--- src/rtl/glyph_pkg.sv ---
// Shared constants and FSM state type for the glyph scanner slice.
// Optional feature macro: GLYPH_SCANNER_INVERT_EN (reverse-video output).
package glyph_pkg;

  localparam int GLYPH_ADDR_W = 7;
  localparam int GLYPH_DEPTH  = 128;
  localparam int GLYPH_COLS   = 8;

  typedef enum logic [1:0] {
    IDLE,
    RUN,
    DRAIN
  } state_t;

endpackage

--- src/rtl/glyph_scanner_if.sv ---
// Pixel stream from the glyph scanner to the display compositor.
// The master drives valid/data/x/y/last, the slave answers with ready.
interface glyph_scanner_if #(
  parameter int ADDR_W = glyph_pkg::GLYPH_ADDR_W,
  parameter int COLS   = glyph_pkg::GLYPH_COLS
);

  localparam int XW = $clog2(COLS);
  localparam int YW = ADDR_W - XW;

  logic          valid;
  logic          ready;
  logic          data;
  logic [XW-1:0] x;
  logic [YW-1:0] y;
  logic          last;

  modport master (output valid, data, x, y, last, input ready);
  modport slave  (input valid, data, x, y, last, output ready);

endinterface

--- src/rtl/glyph_skid_buf.sv ---
// Two-entry FIFO holding {pixel, index} between the ROM read and the
// pixel stream. The scanner never writes it while full without a pop.
module glyph_skid_buf #(
  parameter int W = 8
) (
  input  logic         clock,
  input  logic         reset_n,
  input  logic         wr_en,
  input  logic [W-1:0] wr_data,
  output logic         valid,
  input  logic         ready,
  output logic [W-1:0] rd_data,
  output logic [1:0]   count
);

  logic [W-1:0] mem [2];
  logic         rd_ptr;
  logic         wr_ptr;
  logic         pop;

  assign valid   = (count != 2'd0);
  assign pop     = valid & ready;
  assign rd_data = mem[rd_ptr];

  // Storage, pointers and occupancy; a push and a pop may share a cycle.
  always_ff @(posedge clock) begin
    if (!reset_n) begin
      // NOTE: the entries are cleared too, because the head entry is driven
      // straight onto the pixel outputs and those must read zero after reset.
      mem[0] <= '0;
      mem[1] <= '0;
      rd_ptr <= 1'b0;
      wr_ptr <= 1'b0;
      count  <= 2'd0;
    end else begin
      if (wr_en) begin
        mem[wr_ptr] <= wr_data;
        wr_ptr      <= ~wr_ptr;
      end
      if (pop) begin
        rd_ptr <= ~rd_ptr;
      end
      count <= count + 2'(wr_en) - 2'(pop);
    end
  end

endmodule

--- src/rtl/glyph_scanner.sv ---
// Glyph scanner: reads a 1-bit glyph ROM (one-cycle read latency) address
// by address and streams every pixel with its x/y position.
// Optional feature macro: GLYPH_SCANNER_INVERT_EN adds an 'invert' input
// that is latched at start and XORed into every pixel of the scan.
module glyph_scanner
  import glyph_pkg::*;
#(
  parameter int ADDR_W = GLYPH_ADDR_W,
  parameter int DEPTH  = GLYPH_DEPTH,
  parameter int COLS   = GLYPH_COLS
) (
  input  logic              clock,
  input  logic              reset_n,
  input  logic              start,
`ifdef GLYPH_SCANNER_INVERT_EN
  input  logic              invert,
`endif
  output logic              busy,
  output logic [ADDR_W-1:0] rom_address,
  input  logic              rom_q,
  output logic              done,
  glyph_scanner_if.master   pix
);

  localparam int XW = $clog2(COLS);
  localparam int EW = ADDR_W + 1;
  localparam logic [ADDR_W:0] LAST_IDX = (ADDR_W + 1)'(DEPTH - 1);

  state_t            state;
  state_t            state_next;
  logic [ADDR_W:0]   issue_idx;
  logic              in_flight;
  logic [ADDR_W-1:0] flight_idx;
  logic              pix_bit;
  logic [1:0]        count;
  logic [2:0]        claimed;
  logic              accept;
  logic              start_ok;
  logic              issue;
  logic              last_issue;
  logic              last_accept;
  logic              buf_valid;
  logic [EW-1:0]     head;
  logic [ADDR_W-1:0] head_idx;

  assign accept      = pix.valid & pix.ready;
  assign start_ok    = (state == IDLE) && start && !done;
  // Buffer slots already spoken for: entries left after this cycle's pop
  // plus the read whose data lands next cycle. Counting the pop keeps one
  // pixel per cycle flowing when the consumer is always ready.
  assign claimed     = 3'(count) + 3'(in_flight) - 3'(accept);
  assign issue       = (state == RUN) && (claimed < 3'd2);
  assign last_issue  = issue && (issue_idx == LAST_IDX);
  assign last_accept = accept && pix.last;
  assign busy        = (state != IDLE);

`ifdef GLYPH_SCANNER_INVERT_EN
  logic inv_q;

  // Polarity chosen at start and held for the whole scan.
  always_ff @(posedge clock) begin
    if (!reset_n) begin
      inv_q <= 1'b0;
    end else if (start_ok) begin
      inv_q <= invert;
    end
  end

  assign pix_bit = rom_q ^ inv_q;
`else
  assign pix_bit = rom_q;
`endif

  // State register.
  always_ff @(posedge clock) begin
    // NOTE: clocked state uses non-blocking assignment so every register
    // samples the pre-edge values regardless of statement order.
    if (!reset_n) begin
      state <= IDLE;
    end else begin
      state <= state_next;
    end
  end

  // Next-state logic: IDLE -> RUN on start, RUN -> DRAIN after the last
  // read is issued, DRAIN -> IDLE once the last pixel is taken.
  always_comb begin
    // NOTE: default first, so no path leaves state_next unassigned (no latch).
    state_next = state;
    unique case (state)
      IDLE:    if (start_ok)    state_next = RUN;
      RUN:     if (last_issue)  state_next = DRAIN;
      DRAIN:   if (last_accept) state_next = IDLE;
      default:                  state_next = IDLE;
    endcase
  end

  // Issue counter, ROM address, in-flight tracking and the done pulse.
  // rom_address always shows the next index to read; an issue is the cycle
  // in which the ROM samples it, so its data is captured the cycle after.
  always_ff @(posedge clock) begin
    if (!reset_n) begin
      issue_idx   <= '0;
      rom_address <= '0;
      in_flight   <= 1'b0;
      flight_idx  <= '0;
      done        <= 1'b0;
    end else begin
      done      <= (state == DRAIN) && last_accept;
      in_flight <= issue;
      if (issue) begin
        flight_idx <= issue_idx[ADDR_W-1:0];
      end
      if (start_ok) begin
        issue_idx   <= '0;
        rom_address <= '0;
      end else if (issue) begin
        issue_idx <= issue_idx + 1'b1;
        // Stay on the final address rather than wrapping to 0.
        if (!last_issue) begin
          rom_address <= issue_idx[ADDR_W-1:0] + 1'b1;
        end
      end
    end
  end

  glyph_skid_buf #(
    .W (EW)
  ) u_buf (
    .clock   (clock),
    .reset_n (reset_n),
    .wr_en   (in_flight),
    .wr_data ({pix_bit, flight_idx}),
    .valid   (buf_valid),
    .ready   (pix.ready),
    .rd_data (head),
    .count   (count)
  );

  assign head_idx  = head[ADDR_W-1:0];
  assign pix.valid = buf_valid;
  assign pix.data  = head[ADDR_W];
  assign pix.x     = head_idx[XW-1:0];
  assign pix.y     = head_idx[ADDR_W-1:XW];
  assign pix.last  = buf_valid && (head_idx == LAST_IDX[ADDR_W-1:0]);

endmodule

--- src/flat_wrapper.sv ---
// flat-port wrapper written by rule: the top's interface ports become plain ports
module glyph_scanner_flat import glyph_pkg::*;
#(
  parameter int ADDR_W = GLYPH_ADDR_W,
  parameter int DEPTH  = GLYPH_DEPTH,
  parameter int COLS   = GLYPH_COLS
)
  (clock, reset_n, start, busy, rom_address, rom_q, done, pix_valid, pix_data, pix_x, pix_y, pix_last, pix_ready);
  glyph_scanner_if #(.ADDR_W(ADDR_W), .COLS(COLS)) pix_i ();
  input  logic clock;
  input  logic reset_n;
  input  logic start;
  output logic busy;
  output logic [ADDR_W-1:0] rom_address;
  input  logic rom_q;
  output logic done;
  output wire logic [$bits(pix_i.valid)-1:0] pix_valid;
  output wire logic [$bits(pix_i.data)-1:0] pix_data;
  output wire logic [$bits(pix_i.x)-1:0] pix_x;
  output wire logic [$bits(pix_i.y)-1:0] pix_y;
  output wire logic [$bits(pix_i.last)-1:0] pix_last;
  input wire logic [$bits(pix_i.ready)-1:0] pix_ready;
  assign pix_valid = pix_i.valid;
  assign pix_data = pix_i.data;
  assign pix_x = pix_i.x;
  assign pix_y = pix_i.y;
  assign pix_last = pix_i.last;
  assign pix_i.ready = pix_ready;
  glyph_scanner #(.ADDR_W(ADDR_W), .DEPTH(DEPTH), .COLS(COLS)) u_core (.clock(clock), .reset_n(reset_n), .start(start), .busy(busy), .rom_address(rom_address), .rom_q(rom_q), .done(done), .pix(pix_i));
endmodule
--- config.mk ---
export PLATFORM = sky130hd
export DESIGN_NAME = glyph_scanner_flat
export DESIGN_NICKNAME = d
export VERILOG_FILES = /design/src/rtl/glyph_pkg.sv /design/src/rtl/glyph_scanner_if.sv /design/src/rtl/glyph_skid_buf.sv /design/src/rtl/glyph_scanner.sv /design/src/flat_wrapper.sv
export SDC_FILE = /design/constraint.sdc
export NUM_CORES = 1
export LEC_CHECK = 0
export CORE_UTILIZATION = 37
export DETAILED_ROUTE_END_ITERATION = 6
export REMOVE_ABC_BUFFERS = 1
export SYNTH_ARGS = -nofsm -noshare
export SYNTH_HDL_FRONTEND = slang
export SYNTH_SLANG_ARGS = --single-unit
--- constraint.sdc ---
create_clock -name clock -period 3.4 [get_ports clock]
set_input_delay 0.51 -clock clock [delete_from_list [all_inputs] [get_ports clock]]
set_output_delay 0.51 -clock clock [all_outputs]
set_load 0.05 [all_outputs]
; ---- After elaboration in Yosys (flattened, before gate mapping)
; Memory sizes are Yosys's and may differ from the RTL's. A register that Yosys moved wholly into a read port is not among the register bits.
; Index checks and enable logic that the tools add are counted.
[classes]
magnitude_cmp = 1
n_mux = 13
reduce_logical = 15
n_eq_ne = 7
n_addsub = 6
bitwise = 5
[op_table]
columns = op, n
row1 = adder 8 x 1 -> 8 bit (second input constant), 1
row2 = equality test 8 x 7 -> 1 bit (second input constant), 1
row3 = 2-to-1 mux 1 bit, 8
row4 = 2-to-1 mux 8 bit, 1
row5 = OR reduction 8 bit, 1
row6 = adder 7 x 1 -> 7 bit (second input constant), 1
row7 = equality test 7 bit (second input constant), 1
row8 = logical AND 1 bit, 7
row9 = 2-to-1 mux 2 bit, 3
row10 = inequality test 2 x 1 -> 1 bit (second input constant), 3
row11 = case mux 2 bit (3 select lines), 1
row12 = inverter 1 bit, 4
row13 = nonzero test 2 bit, 2
row14 = adder 2 x 1 -> 3 bit, 1
row15 = less-than comparator 3 x 2 -> 1 bit (second input constant), 1
row16 = AND reduction 3 bit, 1
row17 = subtractor 3 x 1 -> 3 bit, 1
row18 = adder 2 x 1 -> 2 bit, 1
row19 = equality test 2 x 1 -> 1 bit (second input constant), 1
row20 = equality test 2 bit (second input constant), 1
row21 = zero test 2 bit, 1
row22 = AND reduction 2 bit, 1
row23 = OR reduction 2 bit, 1
row24 = subtractor 2 x 1 -> 2 bit, 1
row25 = other kinds (2), 2
[totals]
mem_count = 1
output_inout_bits = 19
inputBits = 5
elab_cells = 57
mem_bits_rw = 16
reg_bits = 30
[mem_list]
columns = name, words, word_bits, read_ports, rd_ports_with_merged_regs, wr, line_no
row1 = u_core.u_buf.mem, 2, 8, 1, 1, 2, glyph_skid_buf.sv:16  ; logic [W-1:0] mem [2];

; ---- Logic depth before layout (Yosys ltp)
[logic_depth]
word_depth = 8
ltp_mapped = 14
ltp_nobuf = 12

; ---- Hierarchy
; A second synthesis with hierarchy kept.
[unflattened]
cells_unflattened = 209
area_unflattened_um2 = 2114.5
[modules_own_cells]
columns = module, seq_area_each_um2, area_each_um2, cells_per_inst, n_inst
row1 = glyph_scanner, 520.5, 1193.6, 134, 1
row2 = glyph_skid_buf, 580.6, 920.9, 75, 1

; ---- Least setup slack after synthesis
; Ideal clock, no wire load.
[synth_path]
path_kind = register to register
startpoint = reg u_core.u_buf.count[1]
endpoint = reg u_core.issue_idx[7]
stages_incl_launch_ff = 13
period_less_slack_ns = 2.894
path_buffers = 0
required_time_ns = 3.341
setup_slack_ns = 0.506
setup_time_ns = 0.059
t_arrival_ns = 2.835
path_cell_list = dfxtp_1 -> nor2_1 -> inv_1 -> nand2_1 -> inv_1 -> ha_1 -> inv_1 -> ha_1 -> fa_1 -> nor3b_4 -> nand4b_2 -> or4_1 -> nand2_1
[synth_between]
elab_chain_cells = 5
word_cells_on_any_way = 6
classes_between = add/sub (2) / order compare (1) / bitwise (1) / reduce/logical (2)
[synth_lines]
columns = item, line_no
row1 = start: declaration, glyph_skid_buf.sv:13  ; output logic [1:0] count
row2 = start signal: assignment, glyph_skid_buf.sv:43  ; count <= count + 2'(wr_en) - 2'(pop);
row3 = nonzero test 2 bit, glyph_skid_buf.sv:21  ; assign valid = (count != 2'd0);
row4 = named net pix_valid, flat_wrapper.sv:17  ; output wire logic [$bits(pix_i.valid)-1:0] pix_valid;
row5 = bitwise AND 1 bit, glyph_scanner.sv:46  ; assign accept = pix.valid & pix.ready;
row6 = named net u_core.accept, glyph_scanner.sv:37  ; logic accept;
row7 = subtractor 3 x 1 -> 3 bit, glyph_scanner.sv:51  ; assign claimed = 3'(count) + 3'(in_flight) - 3'(accept);
row8 = named net u_core.claimed[1], glyph_scanner.sv:36  ; logic [2:0] claimed;
row9 = less-than comparator 3 x 2 -> 1 bit, glyph_scanner.sv:52  ; assign issue = (state == RUN) && (claimed < 3'd2);
row10 = logical AND 1 bit, glyph_scanner.sv:52
row11 = end signal: assignment, glyph_scanner.sv:118  ; issue_idx <= issue_idx + 1'b1;
row12 = end: declaration, glyph_scanner.sv:31  ; logic [ADDR_W:0] issue_idx;
; The timed path passes the listed nets, and every way through them passes these cells.
; A chain may end at the register's enable or synchronous reset.

==> reports/qor.txt <==
Max_cap viols - 0
Post-synth top area share - 28.80%
Slowest Stage Delay on Critical Path - 850 ps
Setup Skew - 6.462 ps
Met3 Routed Length - 119 microns
Register area share after synthesis - 51.10%
Clock Sinks - 47
CTS tree - yes
Nets - 243
DRC violations left - 0
Setup bufs post-CTS - 0
Slowest stage cell, crit path - clkdlybuf4s50_1
Antenna Nets Post-Route - 0
Die area - 0.006132 sq mm
Critical R2R Launch - u_core.u_buf.count[1]
Highest Signal Layer - met4
Main area contributors after synthesis - dfxtp_1 29%, edfxtp_1 22%, and2_1 5.5%, nand2_1 4.5%, a21oi_1 3.9%
Slew Viols, Final - 0
Row count - 27
YS warnings - 0
Crit path max fanout - 11
Status - completed
1st-pass router iterations - 4
Most frequent cells in the layout - 31 x dfxtp_1, 26 x nand2_1, 23 x clkdlybuf4s50_1
F_max - 0.3419 GHz
Num ports - 24
Setup CP Type - flop to output port
Routed len/inst - 12.35 microns
Worst path bufs/invs - 1
Vias in the first global route - 1452
Skew-Pair Late Insertion Delay - 300 ps
Largest family of logic cells by synthesized area - simple AND/OR/NAND/NOR gates
Cts repair resizes - 0
Mapped cell area - 0.002155 sq mm
First-pass GRT wire length - 6.775 mm
Post-synthesis mux area share - 3.659%
Die width - 78.31 microns
Detail Placement HPWL - 2.692 mm
Worst Min Path Start - u_core.flight_idx[4]
Initial antenna violation count - 0
Metal-1 WL - 1.881 mm
Fin crit period - 2925 ps
Setup crit start kind - flop
IO buf count - 23
DR vias/cell - 4.743
Required @ worst endpoint - 2890 ps
Gr ovfl total - 0
Max IR drop VDD - 394.0 uV
Yosys top cell by area - dfxtp_1
Relative slew slack - 27.25%
Routed wire length - 3.792 mm
Final hold vios - 0
Post-CTS Hold Buffers - 0
Finished Layout Cells - 307
Hold WC Path Type - flop to flop
Cts bufs inserted - 5
Met2 wire len - 1.720 mm
Post-Syn Instances - 213
Complex-gate fraction of the synthesized area - 8.827%
Placed cell count - 299
Final Setup Violations - 0
Initial core utilization - 38.65%
Syn_area_per_cell - 10.12 sq um
Distinct cell type count after synthesis - 40
Largest net degree at the start of global routing - 19
Clock transition at the registers of the reported paths - 90 ps
CP delay by family, top - buffers and inverters
Post-Synth Adder-Cell Area - 2.671%
Drt initial violations - 30
Worst Tran Pin Value - 1080 ps
Area of placed instances - 0.002422 sq mm
PwrDens - 689.8 mW/mm^2
Final antenna diode count - 0
#FFs+latches synth - 47
Setup_tns - 0 ps
Final hold slack - 469.0 ps
Post-Synth Simple-Gate Area - 23.40%
Overall Global Routing Usage - 14.21%
Filler Cells Inserted - 545
Fin crit share - 86.02%
RSZ-0062 raised after global routing - false
Die height - 78.31 microns
Worst path cell trace - nand2b_1, or2_2, a221oi_1, clkdlybuf4s50_1
Clk Tree Root Cell - clkbuf_8
CORE AREA - 0.005574 sq mm
Crit. End Element - output port
RePlAce Congestion - 0.7746
Commonest non-fill, non-tap cell in the layout - dfxtp_1
WP data arrival - 2410 ps
Leakage - 0.9166 nW
Clk buf depth - 2
Area delta synth->final - 16.55%
Share of layout cells above drive strength 1 - 9.362%
Vias - 1456
Fin area - 0.002511 sq mm
Clock H-tree levels - 2
Xor/xnor cell area share of the yosys netlist - 5.226%
## through the flow
step,worst slack [ps],utilization (%),power [mW]
final,475.5,45.05,1.732
after global routing,250.8,45.05,1.840
after CTS,460.7,45.05,1.750
after detailed placement,188.4,43.46,1.416
after global placement,207.0,43.46,1.413
after floorplan,391.1,-,1.189
## worst paths after layout
| check | to | cells past startpoint | slack [ps] |
|---|---|---|---|
| max | pix_last | 4 | 480 |
| max reg2reg | u_core.issue_idx[6] | 12 | 480 |
| min reg2reg | u_core.flight_idx[4] | 2 | 470 |
| min | u_core.flight_idx[4] | 2 | 470 |
## cell usage after synthesis
master     number
dfxtp_1        31
nand2_1        26
and2_1         19
a21oi_1        17
edfxtp_1       16
nor2_1         12
inv_1           8
nand3_1         8
mux2_2          7
xor2_1          7
and3_1          6
a211oi_1        5
clkbuf_1        4
xnor2_1         4
buf_2           3
buf_4           3
ha_1            3
nand2b_1        3
nor2b_1         3
o21ai_0         3
a221oi_1        2
nand4_1         2
nor3_1          2
o21ai_1         2
or2_2           2
a32oi_1         1
and4_1          1
buf_16          1
fa_1            1
nand4b_1        1
nand4b_2        1
nor3b_4         1
nor4_1          1
nor4b_2         1
o211ai_1        1
o2bb2ai_1       1
or2_1           1
or3_1           1
or4_1           1
xor2_2          1
## layout make-up
type,count,area [sq um],area share (%)
clock buffer,5,68.82,2.740
inverter,8,30.03,1.196
clock inverter,3,20.02,0.7972
sequential,47,1101,43.85
multi-input combinational,147,943.4,37.57
timing repair buffer,25,257.7,10.26
tap,72,90.09,3.587
## power by group
part	switching, mW	internal [mW]
logic	0.437	0.259
clock network	0.189	0.143
registers	0.0554	0.649
## kinds of logic after synthesis
| group | Yosys count |
|---|---|
| compound gates | 32 |
| xor+xnor | 12 |
| fa+ha+maj | 4 |
| buf+inv | 19 |
| flops | 47 |
| mux | 7 |
| simple gates | 92 |
## state kept, by name (all words and copies together), names as in the netlist, named ones only
register / flops
u_core.done: 1
u_core.u_buf.rd_ptr: 1
u_core.u_buf.wr_ptr: 1
u_core.in_flight: 1
u_core.u_buf.mem: 16
u_core.issue_idx: 8
u_core.flight_idx: 7
u_core.rom_address: 7
u_core.u_buf.count: 2
u_core.state: 2
## tightest hold or removal path, cell delays in order, from the launching register on
cell     delay, ps
dfxtp_1        320
nand2_1         50
a21oi_1         50
## routing by layer
layer | vias up | global-route usage, %
met5 | - | 0
li1 | 773 | -
met3 | 7 | 2.907
met1 | 650 | 18.67
met4 | 0 | 7.222
met2 | 26 | 22.11
(Power assumes the default switching activity.)
